==> config.mk <==
export PLATFORM = sky130hd
export DESIGN_NAME = speicher_arbiter
export DESIGN_NICKNAME = d
export VERILOG_FILES = /design/src/rtl/speicher_pkg.sv /design/src/rtl/speicher_zeitgeber.sv /design/src/rtl/speicher_arbiter.sv
export SDC_FILE = /design/constraint.sdc
export NUM_CORES = 1
export LEC_CHECK = 0
export ABC_AREA = 1
export BUFFER_PORTS_ARGS = -buffer_cell sky130_fd_sc_hd__buf_4
export CORE_MARGIN = 5
export CORE_UTILIZATION = 43
export DETAILED_ROUTE_END_ITERATION = 6
export PLACE_DENSITY = 0.79
export SYNTH_ARGS = -nofsm -noshare
export SYNTH_HDL_FRONTEND = slang
export SYNTH_SLANG_ARGS = --single-unit
==> constraint.sdc <==
create_clock -name Clock -period 1.5 [get_ports Clock]
set_input_delay 0 -clock Clock [delete_from_list [all_inputs] [get_ports Clock]]
set_output_delay 0 -clock Clock [all_outputs]
set_load 0.01 [all_outputs]
==> src/rtl/speicher_pkg.sv <==
// Shared types for the unified-memory arbiter: controller states, requester
// identities and the width helper for the timeout counter.
package speicher_pkg;

    typedef enum logic [1:0] {
        FREI      = 2'd0,
        ZUGRIFF   = 2'd1,
        ABSCHLUSS = 2'd2
    } zustand_t;

    typedef enum logic [1:0] {
        EIGNER_INSTR = 2'd0,
        EIGNER_DATEN = 2'd1,
        EIGNER_LADER = 2'd2
    } eigner_t;

    localparam int TIMEOUT_STANDARD = 16;

    // Counter must hold 0 .. TIMEOUT-1.
    function automatic int zaehler_breite(input int timeout);
        if (timeout > 2) begin
            return $clog2(timeout);
        end else begin
            return 1;
        end
    endfunction

endpackage

==> src/rtl/speicher_zeitgeber.sv <==
// Access timeout counter: cleared on Start, counts while Laeuft, flags the
// last permitted wait cycle through Abgelaufen.
module speicher_zeitgeber
    import speicher_pkg::*;
#(
    parameter int TIMEOUT = TIMEOUT_STANDARD
) (
    input  logic Clock,
    input  logic Reset,
    input  logic Start,
    input  logic Laeuft,
    output logic Abgelaufen
);

    localparam int BREITE = zaehler_breite(TIMEOUT);
    localparam logic [BREITE-1:0] GRENZE = BREITE'(TIMEOUT - 1);

    logic [BREITE-1:0] zaehler_q;
    logic [BREITE-1:0] zaehler_d;

    // Next count: restart wins over counting.
    always_comb begin
        zaehler_d = zaehler_q;
        if (Start) begin
            zaehler_d = '0;
        end else if (Laeuft) begin
            zaehler_d = zaehler_q + BREITE'(1);
        end else begin
            zaehler_d = zaehler_q;
        end
    end

    // Counter register.
    always_ff @(posedge Clock or negedge Reset) begin
        if (!Reset) begin
            zaehler_q <= '0;
        end else begin
            zaehler_q <= zaehler_d;
        end
    end

    assign Abgelaufen = (zaehler_q == GRENZE);

endmodule

==> src/rtl/speicher_arbiter.sv <==
// Single-port RAM arbiter for instruction fetch, data port and program loader.
// One atomic access at a time, loader first, round-robin between CPU ports.
module speicher_arbiter
    import speicher_pkg::*;
#(
    parameter int WORDSIZE     = 32,
    parameter int ADRESSBREITE = 32,
    parameter int TIMEOUT      = TIMEOUT_STANDARD
) (
    input  logic                    Clock,
    input  logic                    Reset,
    input  logic                    LadeAn,
    input  logic [ADRESSBREITE-1:0] LadeAdresse,
    input  logic [WORDSIZE-1:0]     LadeDaten,
    output logic                    LadeFertig,
    input  logic                    LeseInstruktion,
    input  logic [ADRESSBREITE-1:0] InstruktionAdresse,
    output logic [WORDSIZE-1:0]     Instruktion,
    output logic                    InstruktionGeladen,
    input  logic                    LeseDaten,
    input  logic                    SchreibeDaten,
    input  logic [ADRESSBREITE-1:0] DatenAdresse,
    input  logic [WORDSIZE-1:0]     DatenRaus,
    output logic [WORDSIZE-1:0]     DatenRein,
    output logic                    DatenGeladen,
    output logic                    DatenGespeichert,
    output logic                    RamLesenAn,
    output logic                    RamSchreibenAn,
    output logic [ADRESSBREITE-1:0] RamAdresse,
    output logic [WORDSIZE-1:0]     RamDatenRein,
    input  logic [WORDSIZE-1:0]     RamDatenRaus,
    input  logic                    RamDatenBereit,
    input  logic                    RamDatenGeschrieben,
    output logic                    Fehler
);

    zustand_t                zustand_q, zustand_d;
    eigner_t                 letzter_q, letzter_d;
    eigner_t                 eigner_q, eigner_d;
    logic                    schreiben_q, schreiben_d;
    logic                    ram_lesen_q, ram_lesen_d;
    logic                    ram_schreiben_q, ram_schreiben_d;
    logic [ADRESSBREITE-1:0] ram_adresse_q, ram_adresse_d;
    logic [WORDSIZE-1:0]     ram_daten_q, ram_daten_d;
    logic [WORDSIZE-1:0]     instruktion_q, instruktion_d;
    logic [WORDSIZE-1:0]     daten_rein_q, daten_rein_d;
    logic                    lade_fertig_q, lade_fertig_d;
    logic                    instr_geladen_q, instr_geladen_d;
    logic                    daten_geladen_q, daten_geladen_d;
    logic                    daten_gespeichert_q, daten_gespeichert_d;
    logic                    fehler_q, fehler_d;

    logic                    start_s;
    logic                    laeuft_s;
    logic                    abgelaufen_s;
    logic                    cpu_daten_s;
    logic                    fertig_s;
    logic [WORDSIZE-1:0]     wert_s;

    speicher_zeitgeber #(
        .TIMEOUT (TIMEOUT)
    ) u_zeitgeber (
        .Clock      (Clock),
        .Reset      (Reset),
        .Start      (start_s),
        .Laeuft     (laeuft_s),
        .Abgelaufen (abgelaufen_s)
    );

    // Grant selection, transaction sequencing and result capture.
    always_comb begin
        zustand_d           = zustand_q;
        letzter_d           = letzter_q;
        eigner_d            = eigner_q;
        schreiben_d         = schreiben_q;
        ram_lesen_d         = ram_lesen_q;
        ram_schreiben_d     = ram_schreiben_q;
        ram_adresse_d       = ram_adresse_q;
        ram_daten_d         = ram_daten_q;
        instruktion_d       = instruktion_q;
        daten_rein_d        = daten_rein_q;
        lade_fertig_d       = 1'b0;
        instr_geladen_d     = 1'b0;
        daten_geladen_d     = 1'b0;
        daten_gespeichert_d = 1'b0;
        fehler_d            = 1'b0;
        start_s             = 1'b0;
        laeuft_s            = 1'b0;
        cpu_daten_s         = LeseDaten | SchreibeDaten;
        fertig_s            = schreiben_q ? RamDatenGeschrieben : RamDatenBereit;
        wert_s              = fertig_s ? RamDatenRaus : '0;

        case (zustand_q)
            FREI: begin
                if (LadeAn) begin
                    eigner_d        = EIGNER_LADER;
                    schreiben_d     = 1'b1;
                    ram_schreiben_d = 1'b1;
                    ram_adresse_d   = LadeAdresse;
                    ram_daten_d     = LadeDaten;
                    start_s         = 1'b1;
                    zustand_d       = ZUGRIFF;
                end else if (LeseInstruktion && (!cpu_daten_s || (letzter_q != EIGNER_INSTR))) begin
                    eigner_d      = EIGNER_INSTR;
                    letzter_d     = EIGNER_INSTR;
                    schreiben_d   = 1'b0;
                    ram_lesen_d   = 1'b1;
                    ram_adresse_d = InstruktionAdresse;
                    start_s       = 1'b1;
                    zustand_d     = ZUGRIFF;
                end else if (cpu_daten_s) begin
                    // A simultaneous read and write request is served as a write.
                    eigner_d        = EIGNER_DATEN;
                    letzter_d       = EIGNER_DATEN;
                    schreiben_d     = SchreibeDaten;
                    ram_lesen_d     = ~SchreibeDaten;
                    ram_schreiben_d = SchreibeDaten;
                    ram_adresse_d   = DatenAdresse;
                    ram_daten_d     = SchreibeDaten ? DatenRaus : ram_daten_q;
                    start_s         = 1'b1;
                    zustand_d       = ZUGRIFF;
                end else begin
                    zustand_d = FREI;
                end
            end
            ZUGRIFF: begin
                if (fertig_s || abgelaufen_s) begin
                    ram_lesen_d     = 1'b0;
                    ram_schreiben_d = 1'b0;
                    fehler_d        = ~fertig_s;
                    zustand_d       = ABSCHLUSS;
                    case (eigner_q)
                        EIGNER_INSTR: begin
                            instruktion_d   = wert_s;
                            instr_geladen_d = 1'b1;
                        end
                        EIGNER_DATEN: begin
                            if (schreiben_q) begin
                                daten_gespeichert_d = 1'b1;
                            end else begin
                                daten_rein_d    = wert_s;
                                daten_geladen_d = 1'b1;
                            end
                        end
                        EIGNER_LADER: begin
                            lade_fertig_d = 1'b1;
                        end
                        default: begin
                            fehler_d = 1'b1;
                        end
                    endcase
                end else begin
                    laeuft_s = 1'b1;
                end
            end
            ABSCHLUSS: begin
                zustand_d = FREI;
            end
            default: begin
                ram_lesen_d     = 1'b0;
                ram_schreiben_d = 1'b0;
                zustand_d       = FREI;
            end
        endcase
    end

    // State and output registers; reset abandons any access in flight.
    always_ff @(posedge Clock or negedge Reset) begin
        if (!Reset) begin
            zustand_q           <= FREI;
            letzter_q           <= EIGNER_DATEN;
            eigner_q            <= EIGNER_INSTR;
            schreiben_q         <= 1'b0;
            ram_lesen_q         <= 1'b0;
            ram_schreiben_q     <= 1'b0;
            ram_adresse_q       <= '0;
            ram_daten_q         <= '0;
            instruktion_q       <= '0;
            daten_rein_q        <= '0;
            lade_fertig_q       <= 1'b0;
            instr_geladen_q     <= 1'b0;
            daten_geladen_q     <= 1'b0;
            daten_gespeichert_q <= 1'b0;
            fehler_q            <= 1'b0;
        end else begin
            zustand_q           <= zustand_d;
            letzter_q           <= letzter_d;
            eigner_q            <= eigner_d;
            schreiben_q         <= schreiben_d;
            ram_lesen_q         <= ram_lesen_d;
            ram_schreiben_q     <= ram_schreiben_d;
            ram_adresse_q       <= ram_adresse_d;
            ram_daten_q         <= ram_daten_d;
            instruktion_q       <= instruktion_d;
            daten_rein_q        <= daten_rein_d;
            lade_fertig_q       <= lade_fertig_d;
            instr_geladen_q     <= instr_geladen_d;
            daten_geladen_q     <= daten_geladen_d;
            daten_gespeichert_q <= daten_gespeichert_d;
            fehler_q            <= fehler_d;
        end
    end

    assign LadeFertig         = lade_fertig_q;
    assign Instruktion        = instruktion_q;
    assign InstruktionGeladen = instr_geladen_q;
    assign DatenRein          = daten_rein_q;
    assign DatenGeladen       = daten_geladen_q;
    assign DatenGespeichert   = daten_gespeichert_q;
    assign RamLesenAn         = ram_lesen_q;
    assign RamSchreibenAn     = ram_schreiben_q;
    assign RamAdresse         = ram_adresse_q;
    assign RamDatenRein       = ram_daten_q;
    assign Fehler             = fehler_q;

endmodule

==> reports/metrics.csv <==
metric,value,unit
status,finished with violations,
violated checks,setup timing,
total number of vias,8746,
Tightest Pin Transition,401,ps
Yosys cell types,32,
met3 wire length,2910,µm
Critical Path RT,1820,ps
Synth Warn #,0,
Syn Nets,1030,
total track usage,28.3,%
top layer in use,met4,
largest net degree at the start of global routing,67,
Leakage,6.94,nW
Final Skew,14.2,ps
first-pass GRT wire length,44100,µm
"Worst Setup Slack, final",-202,ps
"Arr. time, crit path",2020,ps
via/cell ratio,5.42,
post-DP HPWL,16400,µm
Post-synth ARST share,100,%
core region area,16500,µm²
final standard cell area without fillers,13600,µm²
Num CTS Buffers,17,
Die W,139,µm
Total Wirelength,34700,µm
Die H,139,µm
sequential fraction of the synthesis area,50.5,%
root buf cell,clkbuf_16,
Min-Delay Path Class,in2reg,
Finished Layout Cells,1613,
met2 WL post-DR,17600,µm
Mapped Area,7180,µm²
crit path kind,reg2reg,
clk buf depth,2,
clk slew on worst S/H paths,70,ps
clk sinks,145,
Layout area overhead,89.0,%
starting density of the core,43.6,%
Final Wtd Congestion,0.843,
endpoints failing hold,0,
CP max FO,6,
final core utilization,82.4,%
placed inst area,9960,µm²
relative slew slack,73.3,%
"Period Utilization, post-route",113,%
crit start category,flop,
Max Cap Violations,0,
clk_lat worst skew,420,ps
Post-synth EDFFs,0,
share of post-route cells with drive strength above 1,41.0,%
peak supply drop,964,µV
power per cell area,1800,nW/µm²
Post-Route M1 WL,11800,µm
"Avg Cell Area, Syn",8.66,µm²
vias in the first global route,8317,
initial antenna violation count,3,
FILL cells,857,
number of placed cells counting well taps,1356,
Starting DRT DRC Count,695,
Slew Limit Fails,0,
setup violators final,69,
Congestion Overflow GR,0,
TritonRoute pass-1 iters,5,
IO Port Bufs,334,
CTS tree,built,
Rows,47,
crit path capture type,flop,
Synth Register Bits,145,
Place WS,-51.3,ps
Most used DFF post-synth,dfrtp_1,
RSZ-0062 raised after global routing,true,
Syn Inst Count,829,
Max Clk Rate,588,MHz
H-tree levels,4,
# IOs,335,
Die ar.,19400,µm²
DRC viols,0,
crit path time final,1700,ps
Antenna Violating Nets Remaining,0,
drt wl/cell,21.5,µm
Final #Nets,1579,
## final timing paths
path                                           from        endpoint  slack [ps]  cells past startpoint
setup / recovery           u_zeitgeber.zaehler_q[0]   DatenRein[25]        -200                      9
hold reg to reg                      RamSchreibenAn  RamSchreibenAn         480                      2
min in group asynchronous                     Reset  Instruktion[4]          30                      2
max in group asynchronous                     Reset    letzter_q[0]         780                      3
setup reg to reg           u_zeitgeber.zaehler_q[0]   DatenRein[25]        -200                      9
hold / removal                      LeseInstruktion      RamLesenAn           2                      5
## metal layers
metal | vias up | global-route usage, %
li1 | 3781 | -
met1 | 4156 | 32.2
met2 | 628 | 48.8
met3 | 181 | 7.07
met4 | 0 | 15.3
met5 | - | 0
## sequential cells by signal, summed over array words and instances, names as in the netlist, 2 cells and up
name,count
DatenRein,32
Instruktion,32
RamAdresse,32
RamDatenRein,32
eigner_q,2
u_zeitgeber.zaehler_q,4
zustand_q,2
## cell families after synthesis
| logic type | synth area share, % |
|---|---|
| AND/OR/NAND/NOR | 25.4 |
| flip-flops | 50.5 |
| buffers and inverters | 9.67 |
| AO/OA/AOI/OAI | 9.67 |
| multiplexers | 4.46 |
| XOR/XNOR | 0.122 |
| adder cells (fa/ha/maj) | 0.174 |
## timing repair
action | in CTS | in global routing
pin swaps | 0 | 6
cloned | 0 | 20
gates resized for setup | 8 | 164
hold buffers | 195 | 0
setup endpoints to repair | 36 | 89
setup buffers | 0 | 8
hold endpoints to repair | 277 | 0
## critical path: stages, from the launching register on
cell and delay, ps:
dfrtp_1 360, ha_2 200, nand2_2 60, inv_2 70, nand2_2 70, nand2_4 140, buf_4 140, nand3_4 130
clkbuf_16 210, o21ai_0 220
## layout by cell type, fill, tap and decap left out, drive strengths merged
master and n:
mux2i 32, buf 372, a21oi 1, nor3 2, nor2 41, dfstp 1, o2bb2ai 1, clkbuf 34
xor2 1, nand4 32, clkinvlp 2, dfrtp 144, nand2 225, or2 33, nand3 77, diode 3
dlygate4sd3 195, clkinv 4, o21ai 103, bufinv 3, inv 86, ha 1
## report_power, final
group | switching (mW) | leakage, nW | internal [mW]
Sequential | 1.51 | 1.82 | 5.70
Combinational | 6.79 | 4.82 | 5.94
Clock | 1.73 | 0.296 | 2.71
Total | 10.0 | 6.94 | 14.3
## metrics by stage
stage	setup TNS, ps	total power [mW]	hold slack (ps)
CTS	-36.5	21.2	15.0
floorplan	0	11.7	-296
global route	-11610	25.5	49.6
detailed placement	-421	16.3	-98.6
global placement	0	16.0	-98.9
finish	-7830	24.4	2.26
## synthesized netlist by cell type, types with 3 or more instances
library cell	count	area (µm²)
nand3_1	74	370
dfrtp_1	144	3600
nor2_1	39	146
inv_1	79	297
or2_0	26	163
mux2i_1	32	320
o21ai_0	38	190
inv_2	3	11.3
clkbuf_1	9	33.8
o21ai_1	21	105
nand4_1	32	200
or2_2	7	43.8
buf_2	20	100
buf_4	5	37.5
nand2_1	223	837
buf_6	18	203
o21ai_2	44	385
## layout make-up
| type | count | area (µm²) | share of cell area, % |
|---|---|---|---|
| Antenna cell | 3 | 7.51 | 0.0553 |
| Clock buffer | 19 | 453 | 3.34 |
| Clock inverter | 12 | 155 | 1.14 |
| Inverter | 83 | 312 | 2.30 |
| Multi-Input combinational cell | 549 | 3370 | 24.9 |
| Sequential cell | 145 | 3630 | 26.8 |
| Tap cell | 220 | 275 | 2.03 |
| Timing Repair Buffer | 582 | 5360 | 39.5 |
Note: power is estimated with default switching activity, not from simulation.
